## config.mk

```make
export PLATFORM = sky130hd
export DESIGN_NAME = if_stage
export DESIGN_NICKNAME = d
export VERILOG_FILES = /design/src/rtl/if_stage.sv
export SDC_FILE = /design/constraint.sdc
export NUM_CORES = 1
export LEC_CHECK = 0
export ABC_AREA = 1
export CAP_MARGIN = 20
export CORE_ASPECT_RATIO = 1.1
export CORE_MARGIN = 2
export CORE_UTILIZATION = 44
export CTS_CLUSTER_DIAMETER = 200
export CTS_CLUSTER_SIZE = 30
export DETAILED_ROUTE_END_ITERATION = 10
export PLACE_DENSITY = 0.86
export SLEW_MARGIN = 40
export SYNTH_ARGS = -nofsm -noshare
export SYNTH_HDL_FRONTEND = slang
export SYNTH_SLANG_ARGS = --single-unit
```

## constraint.sdc

```tcl
create_clock -name clk -period 2 [get_ports clk]
set_input_delay 0.4 -clock clk [delete_from_list [all_inputs] [get_ports clk]]
set_output_delay 0.4 -clock clk [all_outputs]
set_load 0.02 [all_outputs]
```

## src/rtl/if_stage.sv

```systemverilog
// Instruction-fetch stage: PC, single-outstanding imem request, decode handoff, redirect handling.
// Optional IF_PERF_CNT_EN adds handoff / discarded-response counters.
module if_stage #(
   parameter logic [31:0] RESET_PC         = 32'h0000_0000,
   parameter int          BR_WD            = 33,
   parameter int          IF_TO_ID_DATA_WD = 64
) (
   input  logic                        clk,
   input  logic                        rst,
   output logic                        inst_req_valid,
   input  logic                        inst_req_ready,
   output logic [31:0]                 inst_addr,
   input  logic                        inst_valid,
   input  logic [31:0]                 inst_rdata,
   input  logic [BR_WD-1:0]            br_info,
   input  logic                        id_br_valid,
   input  logic                        cancle,
   input  logic [31:0]                 cancle_target,
   input  logic                        id_allowin,
   output logic                        if_to_id_valid,
   output logic [IF_TO_ID_DATA_WD-1:0] if_to_id_data
`ifdef IF_PERF_CNT_EN
   ,
   output logic [31:0]                 perf_fetch_cnt,
   output logic [31:0]                 perf_drop_cnt
`endif
);

   localparam logic [1:0] S_REQ  = 2'd0;
   localparam logic [1:0] S_WAIT = 2'd1;
   localparam logic [1:0] S_HOLD = 2'd2;
   localparam logic [1:0] S_DROP = 2'd3;

   logic [1:0]                  state;
   logic [1:0]                  state_nxt;
   logic [31:0]                 pc;
   logic [31:0]                 pc_nxt;
   logic [IF_TO_ID_DATA_WD-1:0] data_q;
   logic                        load_data;
   logic                        redirect;
   logic [31:0]                 redirect_target;

   // Execute flush outranks a decode-stage branch/jump.
   assign redirect        = cancle | (id_br_valid & br_info[BR_WD-1]);
   assign redirect_target = cancle ? cancle_target : br_info[31:0];

   assign inst_req_valid = rst & (state == S_REQ);
   assign inst_addr      = {pc[31:2], 2'b00};
   assign if_to_id_valid = (state == S_HOLD);
   assign if_to_id_data  = data_q;

   always_comb begin
      state_nxt = state;
      pc_nxt    = pc;
      load_data = 1'b0;
      case (state)
         S_REQ: begin
            // An accepted address cannot be withdrawn, so its response must be dropped.
            if (inst_req_ready) state_nxt = redirect ? S_DROP : S_WAIT;
         end
         S_WAIT: begin
            if (inst_valid) begin
               if (redirect) begin
                  state_nxt = S_REQ;
               end else begin
                  state_nxt = S_HOLD;
                  load_data = 1'b1;
               end
            end else if (redirect) begin
               state_nxt = S_DROP;
            end
         end
         S_HOLD: begin
            if (redirect) begin
               state_nxt = S_REQ;
            end else if (id_allowin) begin
               state_nxt = S_REQ;
               pc_nxt    = pc + 32'd4;
            end
         end
         S_DROP: begin
            if (inst_valid) state_nxt = S_REQ;
         end
         default: state_nxt = S_REQ;
      endcase
      if (redirect) pc_nxt = redirect_target;
   end

   always_ff @(posedge clk) begin
      if (!rst) begin
         state  <= S_REQ;
         pc     <= RESET_PC;
         data_q <= '0;
      end else begin
         state <= state_nxt;
         pc    <= pc_nxt;
         if (load_data) data_q <= {pc, inst_rdata};
      end
   end

`ifdef IF_PERF_CNT_EN
   logic fetch_evt;
   logic drop_evt;

   assign fetch_evt = (state == S_HOLD) & ~redirect & id_allowin;
   // Every response that never reaches decode, plus held instructions killed by a redirect.
   assign drop_evt  = (inst_valid & (((state == S_WAIT) & redirect) | (state == S_DROP)))
                    | ((state == S_HOLD) & redirect);

   always_ff @(posedge clk) begin
      if (!rst) begin
         perf_fetch_cnt <= '0;
         perf_drop_cnt  <= '0;
      end else begin
         if (fetch_evt) perf_fetch_cnt <= perf_fetch_cnt + 32'd1;
         if (drop_evt)  perf_drop_cnt  <= perf_drop_cnt + 32'd1;
      end
   end
`endif

endmodule

```

After elaboration in Yosys (flattened, before gate mapping)
Index checks and enable logic that the tools add are counted.
W data, S select, Z words.
{"block": "totals", "mem_bits_rw": 0, "latch_bits": 0, "wordCells": 35, "reg_bits": 98, "inputBits": 104, "rom_bits": 0, "output_inout_bits": 98, "mem_count": 0}
{"block": "op_classes", "n_bitwise": 3, "n_div": 0, "n_lt_le_gt_ge": 0, "reduce_logical": 5, "n_shift": 0, "mux": 16, "addsub": 1, "n_eq_ne": 7, "n_mul": 0}
{"operator": "$mux W32", "count": 4}
{"operator": "$add A32 B3 Y32 const B", "count": 1}
{"operator": "$mux W2", "count": 8}
{"operator": "$pmux W2 S4", "count": 1}
{"operator": "$eq A2 B2 Y1 const B", "count": 2}
{"operator": "$ne A2 B2 Y1 const B", "count": 2}
{"operator": "$reduce_and A4 Y1", "count": 1}
{"operator": "$reduce_bool A2 Y1", "count": 2}
{"operator": "$mux W1", "count": 3}
{"operator": "$ne A3 B2 Y1 const B", "count": 1}
{"operator": "$ne A3 B3 Y1 const B", "count": 1}
{"operator": "$and A1 B1 Y1", "count": 2}
{"operator": "$eq A2 B1 Y1 const B", "count": 1}
{"operator": "$logic_not A2 Y1", "count": 1}
{"operator": "$reduce_and A2 Y1", "count": 1}
{"operator": "$or A1 B1 Y1", "count": 1}

Logic depth before layout (Yosys ltp)
Gate-level depths: netlist of the first run.
{"block": "depth", "depth_word": 5, "depth_mapped": 10, "mapped_depth_nobuf": 10}

Worst setup path after synthesis of the first run
OpenSTA, ideal clock, no wires.
{"block": "synth_timing", "path_type": "input to register", "start": "in cancle", "end": "reg data_q[22], in the netlist if_to_id_data[22]", "slack_ns": 0.495, "t_arrival_ns": 1.390, "n_path_buf": 3, "cell_stages": 9, "setup_ns": 0.116, "required_time_ns": 1.884, "path_cell_list": "buf_2 > inv_2 > nand2_4 > nor3_4 > inv_2 > buf_6 > buf_6 > nor2_1 > nor2_1"}
{"block": "synth_between", "elab_chain_len": 4}
{"item": "from (decl)", "line": "17", "source": "input logic cancle,"}
{"item": "$or A1 B1 Y1", "line": "44", "source": "assign redirect = cancle | (id_br_valid & br_info[BR_WD-1]);"}
{"item": "$mux W1", "line": "63", "source": "if (redirect) begin"}
{"item": "$mux W1", "line": "62", "source": "if (inst_valid) begin"}
{"item": "$mux W1", "line": "56", "source": "case (state)"}
{"item": "to (signal assigned)", "line": "97", "source": "if (load_data) data_q <= {pc, inst_rdata};"}
{"item": "to (decl)", "line": "38", "source": "logic [IF_TO_ID_DATA_WD-1:0] data_q;"}
No other way between the ends.
A chain may end at the register's enable or synchronous reset.

Final worst setup path of the first run
{"block": "layout_timing", "start": "reg pc[13]", "end": "out inst_addr[13]"}
{"item": "from (decl)", "line": "36", "source": "logic [31:0] pc;"}
{"item": "from (signal assigned)", "line": "96", "source": "pc <= pc_nxt;"}
{"item": "to (decl)", "line": "12", "source": "output logic [31:0] inst_addr,"}
No word-level cell between the ends.

==> results.yml, run 1 <==
sta:
  post-route-worst-setup-slack_ns: 0.102
  timing.clock.skew_ns: 0.00688
  setup_repair_after_global_routing_missed_its_margin: "false"
  final_setup_violations: 0
  relSlewSlack: 0.528
  number_of_max_slew_violations_in_the_final_report: 0
  layout_worst_path_cycle_share: 0.949
  transition_time_of_the_tightest_slew_check_pin_ns: 0.707
  hold_violations: 0
  maxClockFrequency_mhz: 527
  layout_min_cycle_time_ns: 1.90
  setup_tns_ns: 0
  hold-worst-slack_ns: 0.473
synth:
  synth_cell_types: 35
  synth_compound_gate_area_share: 0.157
  synthTopCellsByArea: "sky130_fd_sc_hd__dfxtp_1 (38%), sky130_fd_sc_hd__nand2_1 (15%), sky130_fd_sc_hd__nor2_1 (11%), sky130_fd_sc_hd__o21ai_0 (8.8%), sky130_fd_sc_hd__buf_4 (5.1%)"
  ys_ff_latch: 98
  yosys.area_share.adder: 0.00244
  synth.area.mux_share: 0
  synth_simple_gate_area_frac: 0.333
  synthesis.area_sq_um: 5120
  post_synth_top_area_share: 0.383
  synthesis.instances: 784
  post_synth_xor_area_fraction: 0.0103
  synth-warning-count: 0
  synth_top_family_by_area: "simple AND/OR/NAND/NOR gates"
  syn-mean-instance-area_sq_um: 6.54
  synth.largest_area_cell: "sky130_fd_sc_hd__dfxtp_1"
  synth.yosys.seq_area_share: 0.383
critical_path:
  cp-start-kind: "flop"
  worstPathArrival_ns: 1.50
  timing.critical_path.max_delay_family: "buffers and inverters"
  worst-path-max-fanout: 6
  path_buf_inv: 1
  required_ns: 1.60
  largest_stage_delay_worst_path_ns: 0.67
  worst_setup_path_type: "reg -> out"
  setup.worst_path.end_class: "output port"
  worstPathCellList: "clkdlybuf4s50_1"
  critical-path-slowest-cell: "sky130_fd_sc_hd__clkdlybuf4s50_1"
global_routing:
  globalRouteTotalUtil: 0.249
  maximum_number_of_pins_on_one_net_before_global_route_repair: 84
  via_count_of_the_first_global_routing_pass: 5254
  global_route.overflow_total: 0
  antenna_found_initial: 0
  grt_pass1_wl_um: 25000
power:
  p_leak_nw: 3.04
  design_power_total_mw: 5.40
  vdd.ir_drop.worst_mv: 0.412
  cellPowerDensity_nw_per_um2: 729
clock_tree:
  register_clock_pin_slew_on_the_reported_worst_setup_and_hold_paths_ns: 0.07
  cts-root-to-sink-buffers: 2
  clockRootBuffer: "sky130_fd_sc_hd__clkbuf_16"
  clock_sinks: 98
  number_of_setup_buffers_added_after_cts: 0
  cts_htree_levels: 3
  cts-buffers-inserted: 9
  worstSkewPairLatency_ns: 0.34
  tritoncts: "built"
route:
  detailedRoute.firstIterationViolations: 408
  final_wirelength_um: 16000
  drt_pre_antenna_iters: 5
  routed_via_density: 5.13
  drtAntennaViolNets: 0
  drc: 0
  routed-via-count: 5638
  routedWlPerCell_um: 14.6
die:
  fp-row-count: 41
  ioPinCount: 202
  starting_density_of_the_core: 0.448
  design.die.area_sq_um: 12500
  die_h_um: 117
  area_of_the_core_sq_um: 11400
  die_width_um: 107
final_layout:
  post_route_cells_drive_above_1_share: 0.0580
  insertedDiodeCount: 0
  syn2layout_area_growth_pct: 44.4
  post-route-cell-area_sq_um: 7400
  filler_cells: 965
  final_common_cell: "sky130_fd_sc_hd__nand2_1"
  layout_common_cells: "sky130_fd_sc_hd__nand2_1 (203), sky130_fd_sc_hd__clkdlybuf4s50_1 (197), sky130_fd_sc_hd__nor2_1 (148)"
  finalNetCount: 1048
outcome:
  run_status: "finished clean"
placed_design:
  routabilityCongestion: 0.901
  dp_hpwl_um: 11500
  port_buffers: 199
  post_dp_cell_area_sq_um: 7070
  worst_slack_at_placement_ns: 0.0267
flow_run:
  max_cap_viol_count: 0
worst_hold_path:
  min_path_type: "reg -> reg"
==> sequential cells by signal, indices dropped and copies added (netlist names) <==
| name | count |
|---|---|
| state | 2 |
| if_to_id_data | 64 |
| pc | 32 |
==> final cells by class <==
class / instances / area, sq um / share of cell area
multi-input cells: 576 / 2590 / 0.350
clock buffers: 11 / 243 / 0.0328
inverters: 39 / 146 / 0.0198
well taps: 150 / 188 / 0.0254
repair buffers: 219 / 2190 / 0.296
flip-flops and latches: 98 / 1960 / 0.265
clock inverters: 5 / 85.1 / 0.0115
==> logic make-up (layout without fill, tap and decap cells) <==
group	count (synthesis)	after routing
fa+ha+maj	1	1
flops	98	98
other cells	1	2
simple gates	414	414
compound gates	153	153
buf+inv	111	274
xor+xnor	6	6
==> path summary, 6_finish.rpt <==
| path | to | from | slack (ns) | cells past startpoint |
|---|---|---|---|---|
| worst max-delay path | inst_addr[13] | pc[13]$_SDFFE_PN0P_ | 0.10 | 1 |
| worst min register to register | if_to_id_data[45]$_SDFFE_PN0P_ | if_to_id_data[45]$_SDFFE_PN0P_ | 0.47 | 2 |
| worst max register to register | pc[22]$_SDFFE_PN0P_ | pc[3]$_SDFFE_PN0P_ | 0.19 | 10 |
| worst min-delay path | if_to_id_data[45]$_SDFFE_PN0P_ | if_to_id_data[45]$_SDFFE_PN0P_ | 0.47 | 2 |
==> where the power goes <==
group | total (mW) | switching (mW) | internal [mW]
Clock | 1.89 | 0.749 | 1.14
Sequential | 2.24 | 0.149 | 2.09
Combinational | 1.27 | 0.659 | 0.609
==> stage by stage <==
step                      instances  utilization
final                          1098        0.647
after global routing           1098        0.647
after CTS                      1098        0.647
after detailed placement       1082        0.618
after global placement         1082        0.618
after floorplan                 785            -
==> per-layer routing <==
metal  track usage  routed length (um)  up-vias
met1         0.293                6160     2554
met5             0                   0        -
li1              -                   -     2807
met2         0.444                8090      239
met4        0.0944                 465        0
met3        0.0592                1270       38
==> Yosys cell counts <==
library cell and instances:
sky130_fd_sc_hd__a22oi_1 2, sky130_fd_sc_hd__a31oi_1 11, sky130_fd_sc_hd__nor2_4 4, sky130_fd_sc_hd__a21oi_1 45
sky130_fd_sc_hd__o211ai_1 2, sky130_fd_sc_hd__conb_1 1, sky130_fd_sc_hd__nand4_1 3, sky130_fd_sc_hd__xor2_1 5
sky130_fd_sc_hd__inv_1 35, sky130_fd_sc_hd__o311ai_0 1, sky130_fd_sc_hd__or2_2 1, sky130_fd_sc_hd__nor3_1 4
sky130_fd_sc_hd__nor3_4 1, sky130_fd_sc_hd__inv_2 4, sky130_fd_sc_hd__clkbuf_2 4, sky130_fd_sc_hd__ha_1 1
sky130_fd_sc_hd__a211oi_2 1, sky130_fd_sc_hd__nand2_4 2, sky130_fd_sc_hd__and2_1 2, sky130_fd_sc_hd__nand3_1 35
sky130_fd_sc_hd__nor2_2 3, sky130_fd_sc_hd__buf_1 2, sky130_fd_sc_hd__xnor2_1 1, sky130_fd_sc_hd__nand2_1 203
sky130_fd_sc_hd__nor2_1 148, sky130_fd_sc_hd__buf_6 2, sky130_fd_sc_hd__a41oi_1 1, sky130_fd_sc_hd__nand2_2 3
sky130_fd_sc_hd__nor3b_1 1, sky130_fd_sc_hd__dfxtp_1 98, sky130_fd_sc_hd__clkbuf_1 19, sky130_fd_sc_hd__nand3b_1 4
sky130_fd_sc_hd__buf_2 10, sky130_fd_sc_hd__buf_4 35, sky130_fd_sc_hd__o21ai_0 90
==> what timing repair did <==
| action | 4_1_cts | 5_1_grt |
|---|---|---|
| hold buffers | 0 | 0 |
| gates resized for setup | 0 | 1 |
| setup endpoints to repair | 0 | 1 |
| endpoints found under the hold margin | 0 | 0 |
(Power assumes the default switching activity.)
==> run 2, diff against run 1 <==
CTS_CLUSTER_SIZE = 25   (was 30)
clock period = 1.85 ns   (was 2 ns; I/O delays follow)
==> run 2 against run 1 <==
Effect of this change:
- cell area rose by 1.0%
- largest cell class unchanged
- hold slack got worse by 0.0085 ns
- die area did not move
- cell count rose by 0.91%
- sequential cell count did not move
- clock-buffer cell count fell by 2
- sequential power rose by 8%
- combinational power rose by 9%
- core utilization rose by 0.67 points
- routed wire length rose by 1.7%
==> results.yml, run 2 (synthesized netlist as in run 1, its figures left out) <==
outcome:
  run_status: "finished clean"
die:
  area_of_the_core_sq_um: 11400
  design.die.area_sq_um: 12500
  fp-row-count: 41
  ioPinCount: 202
  die_width_um: 107
  starting_density_of_the_core: 0.448
  die_h_um: 117
power:
  p_leak_nw: 3.26
  cellPowerDensity_nw_per_um2: 780
  vdd.ir_drop.worst_mv: 0.688
  design_power_total_mw: 5.83
global_routing:
  via_count_of_the_first_global_routing_pass: 5340
  maximum_number_of_pins_on_one_net_before_global_route_repair: 84
  globalRouteTotalUtil: 0.255
  antenna_found_initial: 0
  grt_pass1_wl_um: 25600
  global_route.overflow_total: 0
sta:
  layout_min_cycle_time_ns: 1.82
  timing.clock.skew_ns: 0.00840
  maxClockFrequency_mhz: 549
  number_of_max_slew_violations_in_the_final_report: 0
  transition_time_of_the_tightest_slew_check_pin_ns: 0.733
  setup_tns_ns: 0
  layout_worst_path_cycle_share: 0.984
  hold_violations: 0
  final_setup_violations: 0
  relSlewSlack: 0.512
route:
  drt_pre_antenna_iters: 6
  final_wirelength_um: 16300
  detailedRoute.firstIterationViolations: 404
  routed_via_density: 5.13
  drtAntennaViolNets: 0
  routed-via-count: 5684
  routedWlPerCell_um: 14.7
  drc: 0
critical_path:
  worstPathArrival_ns: 1.45
  path_buf_inv: 1
  r2r_cells: 9
  launching_point_of_the_worst_reg2reg_path: "pc[3]$_SDFFE_PN0P_"
  worst_setup_path_type: "reg -> out"
  critical-path-slowest-cell: "sky130_fd_sc_hd__clkdlybuf4s50_1"
  timing.critical_path.max_delay_family: "buffers and inverters"
  register_to_register_setup_slack_ns: 0.17
  timing.rr.end: "pc[30]$_SDFFE_PN0P_"
  setup.worst_path.end_class: "output port"
  cp-start-kind: "flop"
  required_ns: 1.48
  largest_stage_delay_worst_path_ns: 0.68
  worst-path-max-fanout: 5
  worstPathCellList: "clkdlybuf4s50_1"
final_layout:
  layout_common_cells: "sky130_fd_sc_hd__nand2_1 (203), sky130_fd_sc_hd__clkdlybuf4s50_1 (180), sky130_fd_sc_hd__nor2_1 (147)"
  largest_reg_flops: 64
  filler_cells: 966
  final_common_cell: "sky130_fd_sc_hd__nand2_1"
  insertedDiodeCount: 0
  finalNetCount: 1058
  post-route-cell-area_sq_um: 7480
  syn2layout_area_growth_pct: 45.9
  post_route_cells_drive_above_1_share: 0.0710
clock_tree:
  register_clock_pin_slew_on_the_reported_worst_setup_and_hold_paths_ns: 0.07
  cts_htree_levels: 3
  clock_sinks: 98
  tritoncts: "built"
  number_of_setup_buffers_added_after_cts: 0
  cts-buffers-inserted: 9
  cts-root-to-sink-buffers: 2
  cts.hold.buffers_added: 0
  worstSkewPairLatency_ns: 0.35
  clockRootBuffer: "sky130_fd_sc_hd__clkbuf_16"
worst_hold_path:
  hold_path_startpoint: "if_to_id_data[45]$_SDFFE_PN0P_"
  min_to: "if_to_id_data[45]$_SDFFE_PN0P_"
  hold_depth: 2
  min_path_type: "reg -> reg"
placed_design:
  port_buffers: 199
  routabilityCongestion: 0.905
  dp_hpwl_um: 11700
  post_dp_cell_area_sq_um: 7130
flow_run:
  max_cap_viol_count: 0
run 2: cell types whose count changed in the layout (fill, tap and decap cells not counted), sizes merged:
cell / previous run / this run
clkdlybuf4s50: 197 / 180
clkinv: 1 / 4
buf: 21 / 31
dlymetal6s2s: 1 / 11
clkinvlp: 1 / 0
dlygate4sd2: 0 / 7
clkbuf: 11 / 9
run 2: worst max path at each step:
stage / slack [ns] / from / end / depth (start not counted)
global placement: -0.009 / id_br_valid / if_to_id_data[44]$_SDFFE_PN0P_ / 7
CTS: 0.0004 / pc[10]$_SDFFE_PN0P_ / inst_addr[10] / 1
detailed placement: -0.05 / id_br_valid / if_to_id_data[44]$_SDFFE_PN0P_ / 7
finish: 0.03 / pc[9]$_SDFFE_PN0P_ / inst_addr[9] / 1
global route: -0.01 / pc[25]$_SDFFE_PN0P_ / inst_addr[25] / 1
floorplan: 0.37 / pc[2]$_SDFFE_PN0P_ / pc[22]$_SDFFE_PN0P_ / 10
run 2: routing by layer:
layer,global-route usage,vias up,share of wire
li1,-,2826,-
met1,0.313,2568,0.41
met2,0.448,262,0.50
met3,0.0598,28,0.080
met4,0.0788,0,0.018
met5,0,-,0
run 2: through the flow:
step	util	instances	setup slack, ns	hold slack (ns)
5_1_grt	0.654	1108	-0.0109	0.494
3_5_place_dp	0.623	1092	-0.0468	0.459
3_3_place_gp	0.623	1092	-0.00896	0.452
6_report	0.654	1108	0.0287	0.464
2_1_floorplan	-	785	0.371	0.449
4_1_cts	0.650	1108	0.000353	0.469
run 2: power by group:
group	internal [mW]	switching, mW
Combinational	0.660	0.725
Sequential	2.26	0.155
Clock	1.19	0.846
Total	4.11	1.73
run 2: final cells by class:
class / instances / area (sq um) / area share
clock buffer: 9 / 225 / 0.0301
clock inverter: 7 / 92.6 / 0.0124
inverter: 39 / 146 / 0.0196
multi-input combinational: 576 / 2590 / 0.347
sequential: 98 / 1960 / 0.262
tap: 150 / 188 / 0.0251
timing repair buffer: 229 / 2270 / 0.303
run 2: worst reg2reg max path: cells and delay by family (launching register included):
kind                       cells  cell delay (ns)
and+or+nand+nor                6             0.87
DFF                            1             0.37
adders and majority gates      1             0.19
AOI/OAI and AO/OA              1             0.11
buffers and inverters          1             0.07
run 2: what timing repair did:
action	4_1_cts	5_1_grt
resized for setup	7	13
endpoints found under the hold margin	0	0
setup endpoints to repair	7	13
==> run 3, diff against run 2 <==
SETUP_SLACK_MARGIN = 0.4   (was default)
==> run 3 against run 2 <==
Effect of this change:
- sequential share of layout area decreased by 0.91 points
- cell area increased by 7.4%
- first-iteration DRC count increased by 24%
- largest power group unchanged
- non-clock buffer count increased by 26
- routed wire length increased by 17%
==> results.yml, run 3 (synthesized netlist as in run 1, its figures left out) <==
final_layout:
  insertedDiodeCount: 0
  final_common_cell: "sky130_fd_sc_hd__nand2_1"
  multi_input_comb_area_sq_um: 2800
  sequential_cell_area_sq_um: 2030
  filler_cells: 879
  post_route_cells_drive_above_1_share: 0.196
  finalNetCount: 1084
  post-route-cell-area_sq_um: 8030
  syn2layout_area_growth_pct: 56.7
  layout_common_cells: "sky130_fd_sc_hd__nand2_1 (188), sky130_fd_sc_hd__nor2_1 (129), sky130_fd_sc_hd__clkdlybuf4s50_1 (98)"
  largest_reg_flops: 64
  finalNonFillerCells: 1134
sta:
  relSlewSlack: 0.510
  final_setup_violations: 0
  layout_min_cycle_time_ns: 1.57
  setup_repair_after_global_routing_missed_its_margin: "true"
  hold-worst-slack_ns: 0.477
  hold_violations: 0
  maxClockFrequency_mhz: 635
  timing.clock.skew_ns: 0.00721
  transition_time_of_the_tightest_slew_check_pin_ns: 0.735
  layout_worst_path_cycle_share: 0.851
  number_of_max_slew_violations_in_the_final_report: 0
clock_tree:
  worstSkewPairLatency_ns: 0.34
  cts_htree_levels: 3
  clockRootBuffer: "sky130_fd_sc_hd__clkbuf_16"
  cts.hold.buffers_added: 0
  tritoncts: "built"
  clock_sinks: 98
  register_clock_pin_slew_on_the_reported_worst_setup_and_hold_paths_ns: 0.07
  cts-buffers-inserted: 9
  cts-root-to-sink-buffers: 2
die:
  ioPinCount: 202
  area_of_the_core_sq_um: 11400
  die_h_um: 117
  design.die.area_sq_um: 12500
  fp-row-count: 41
  starting_density_of_the_core: 0.448
  die_width_um: 107
power:
  power.switching_fraction: 0.304
  p_leak_nw: 3.62
  power.combinational.fraction: 0.260
  proportion_of_power_drawn_by_flip_flops_and_latches: 0.414
  vdd.ir_drop.worst_mv: 0.579
  clkPwrFrac: 0.326
  cellInternalPower_mw: 4.10
  switchingPower_mw: 1.79
  cellPowerDensity_nw_per_um2: 735
route:
  drtAntennaViolNets: 0
  detailedRoute.firstIterationViolations: 501
  drt_pre_antenna_iters: 6
  routed_via_density: 5.47
  drc: 0
  routedWlPerCell_um: 16.8
  routed-via-count: 6201
  final_wirelength_um: 19000
global_routing:
  global_route.overflow_total: 0
  globalRouteTotalUtil: 0.273
  via_count_of_the_first_global_routing_pass: 5550
  antenna_found_initial: 0
  grt_pass1_wl_um: 27300
  maximum_number_of_pins_on_one_net_before_global_route_repair: 84
outcome:
  run_status: "finished clean"
critical_path:
  worst_setup_path_type: "reg -> reg"
  worstPathArrival_ns: 1.80
  worst-path-max-fanout: 6
  cp-start-kind: "flop"
  setup.worst_path.end_class: "flop"
  required_ns: 2.08
placed_design:
  routabilityCongestion: 0.917
  post_dp_cell_area_sq_um: 7180
  dp_hpwl_um: 11900
  port_buffers: 199
  placedCellCount: 1092
flow_run:
  max_cap_viol_count: 0
worst_hold_path:
  min_path_type: "reg -> reg"
[run 3: cell count changes in the layout (fill, tap and decap cells not counted), sizes merged]
cell,change
clkdlybuf4s15,+26
inv,-1
bufinv,-1
clkbuf,+9
dlymetal6s2s,-11
clkdlybuf4s50,-82
dlygate4sd2,+61
buf,+28
clkinv,-3
[run 3: metal layers]
layer | vias up | part of all wire | wire length, um | global-route usage
met3 | 89 | 0.087 | 1660 | 0.0554
met4 | 0 | 0.038 | 721 | 0.100
met1 | 2843 | 0.37 | 7040 | 0.325
met5 | - | 0 | 0 | 0
met2 | 381 | 0.50 | 9590 | 0.491
li1 | 2888 | - | - | -
[run 3: what timing repair did]
action,in CTS,in global routing
buffers inserted,7,14
gates resized for setup,207,78
pin swaps,6,20
gates cloned,3,2
setup endpoints to repair,192,67
[run 3: area by class of cell]
type                            instances  area share
Clock buffer                           14      0.0329
Clock inverter                          2     0.00436
Inverter                               39      0.0204
Multi-Input combinational cell        576       0.349
Sequential cell                        98       0.253
Tap cell                              150      0.0234
Timing Repair Buffer                  255       0.317
[run 3: critical path, cell delays in order, from the launching register on]
cell                      delay [ns]
sky130_fd_sc_hd__dfxtp_4        0.38
sky130_fd_sc_hd__ha_4           0.17
sky130_fd_sc_hd__inv_4          0.04
sky130_fd_sc_hd__nor2_4         0.15
sky130_fd_sc_hd__nand2_4        0.10
sky130_fd_sc_hd__nor2_4         0.22
sky130_fd_sc_hd__nand2_1        0.11
sky130_fd_sc_hd__nand2_1        0.10
sky130_fd_sc_hd__nand3_1        0.08
sky130_fd_sc_hd__nand2_1        0.06
sky130_fd_sc_hd__a21oi_1        0.05
[run 3: power groups by stage]
stage	Combinational [mW]	Sequential, mW	Clock [mW]
6_report	1.53	2.44	1.92
5_1_grt	1.64	2.46	2.00
4_1_cts	1.40	2.42	1.92
3_5_place_dp	1.41	2.46	0
3_3_place_gp	1.39	2.45	0
2_1_floorplan	0.700	2.51	0
[run 3: path summary, 6_finish.rpt]
kind	start	endpoint	slack [ns]	depth (start not counted)
setup / recovery	pc[3]$_SDFFE_PN0P_	pc[22]$_SDFFE_PN0P_	0.28	10
hold / removal	if_to_id_data[45]$_SDFFE_PN0P_	if_to_id_data[45]$_SDFFE_PN0P_	0.48	2
setup reg to reg	pc[3]$_SDFFE_PN0P_	pc[22]$_SDFFE_PN0P_	0.28	10
hold reg to reg	if_to_id_data[45]$_SDFFE_PN0P_	if_to_id_data[45]$_SDFFE_PN0P_	0.48	2
[run 3: per-stage QoR]
step           setup TNS, ns  power (mW)  setup slack [ns]  utilization
4_1_cts                    0        5.74             0.217        0.673
5_1_grt                    0        6.09             0.231        0.702
3_5_place_dp           -5.35        3.87            -0.162        0.627
6_report                   0        5.90             0.276        0.702
3_3_place_gp           -2.14        3.85           -0.0773        0.627
2_1_floorplan              0        3.21             0.385            -
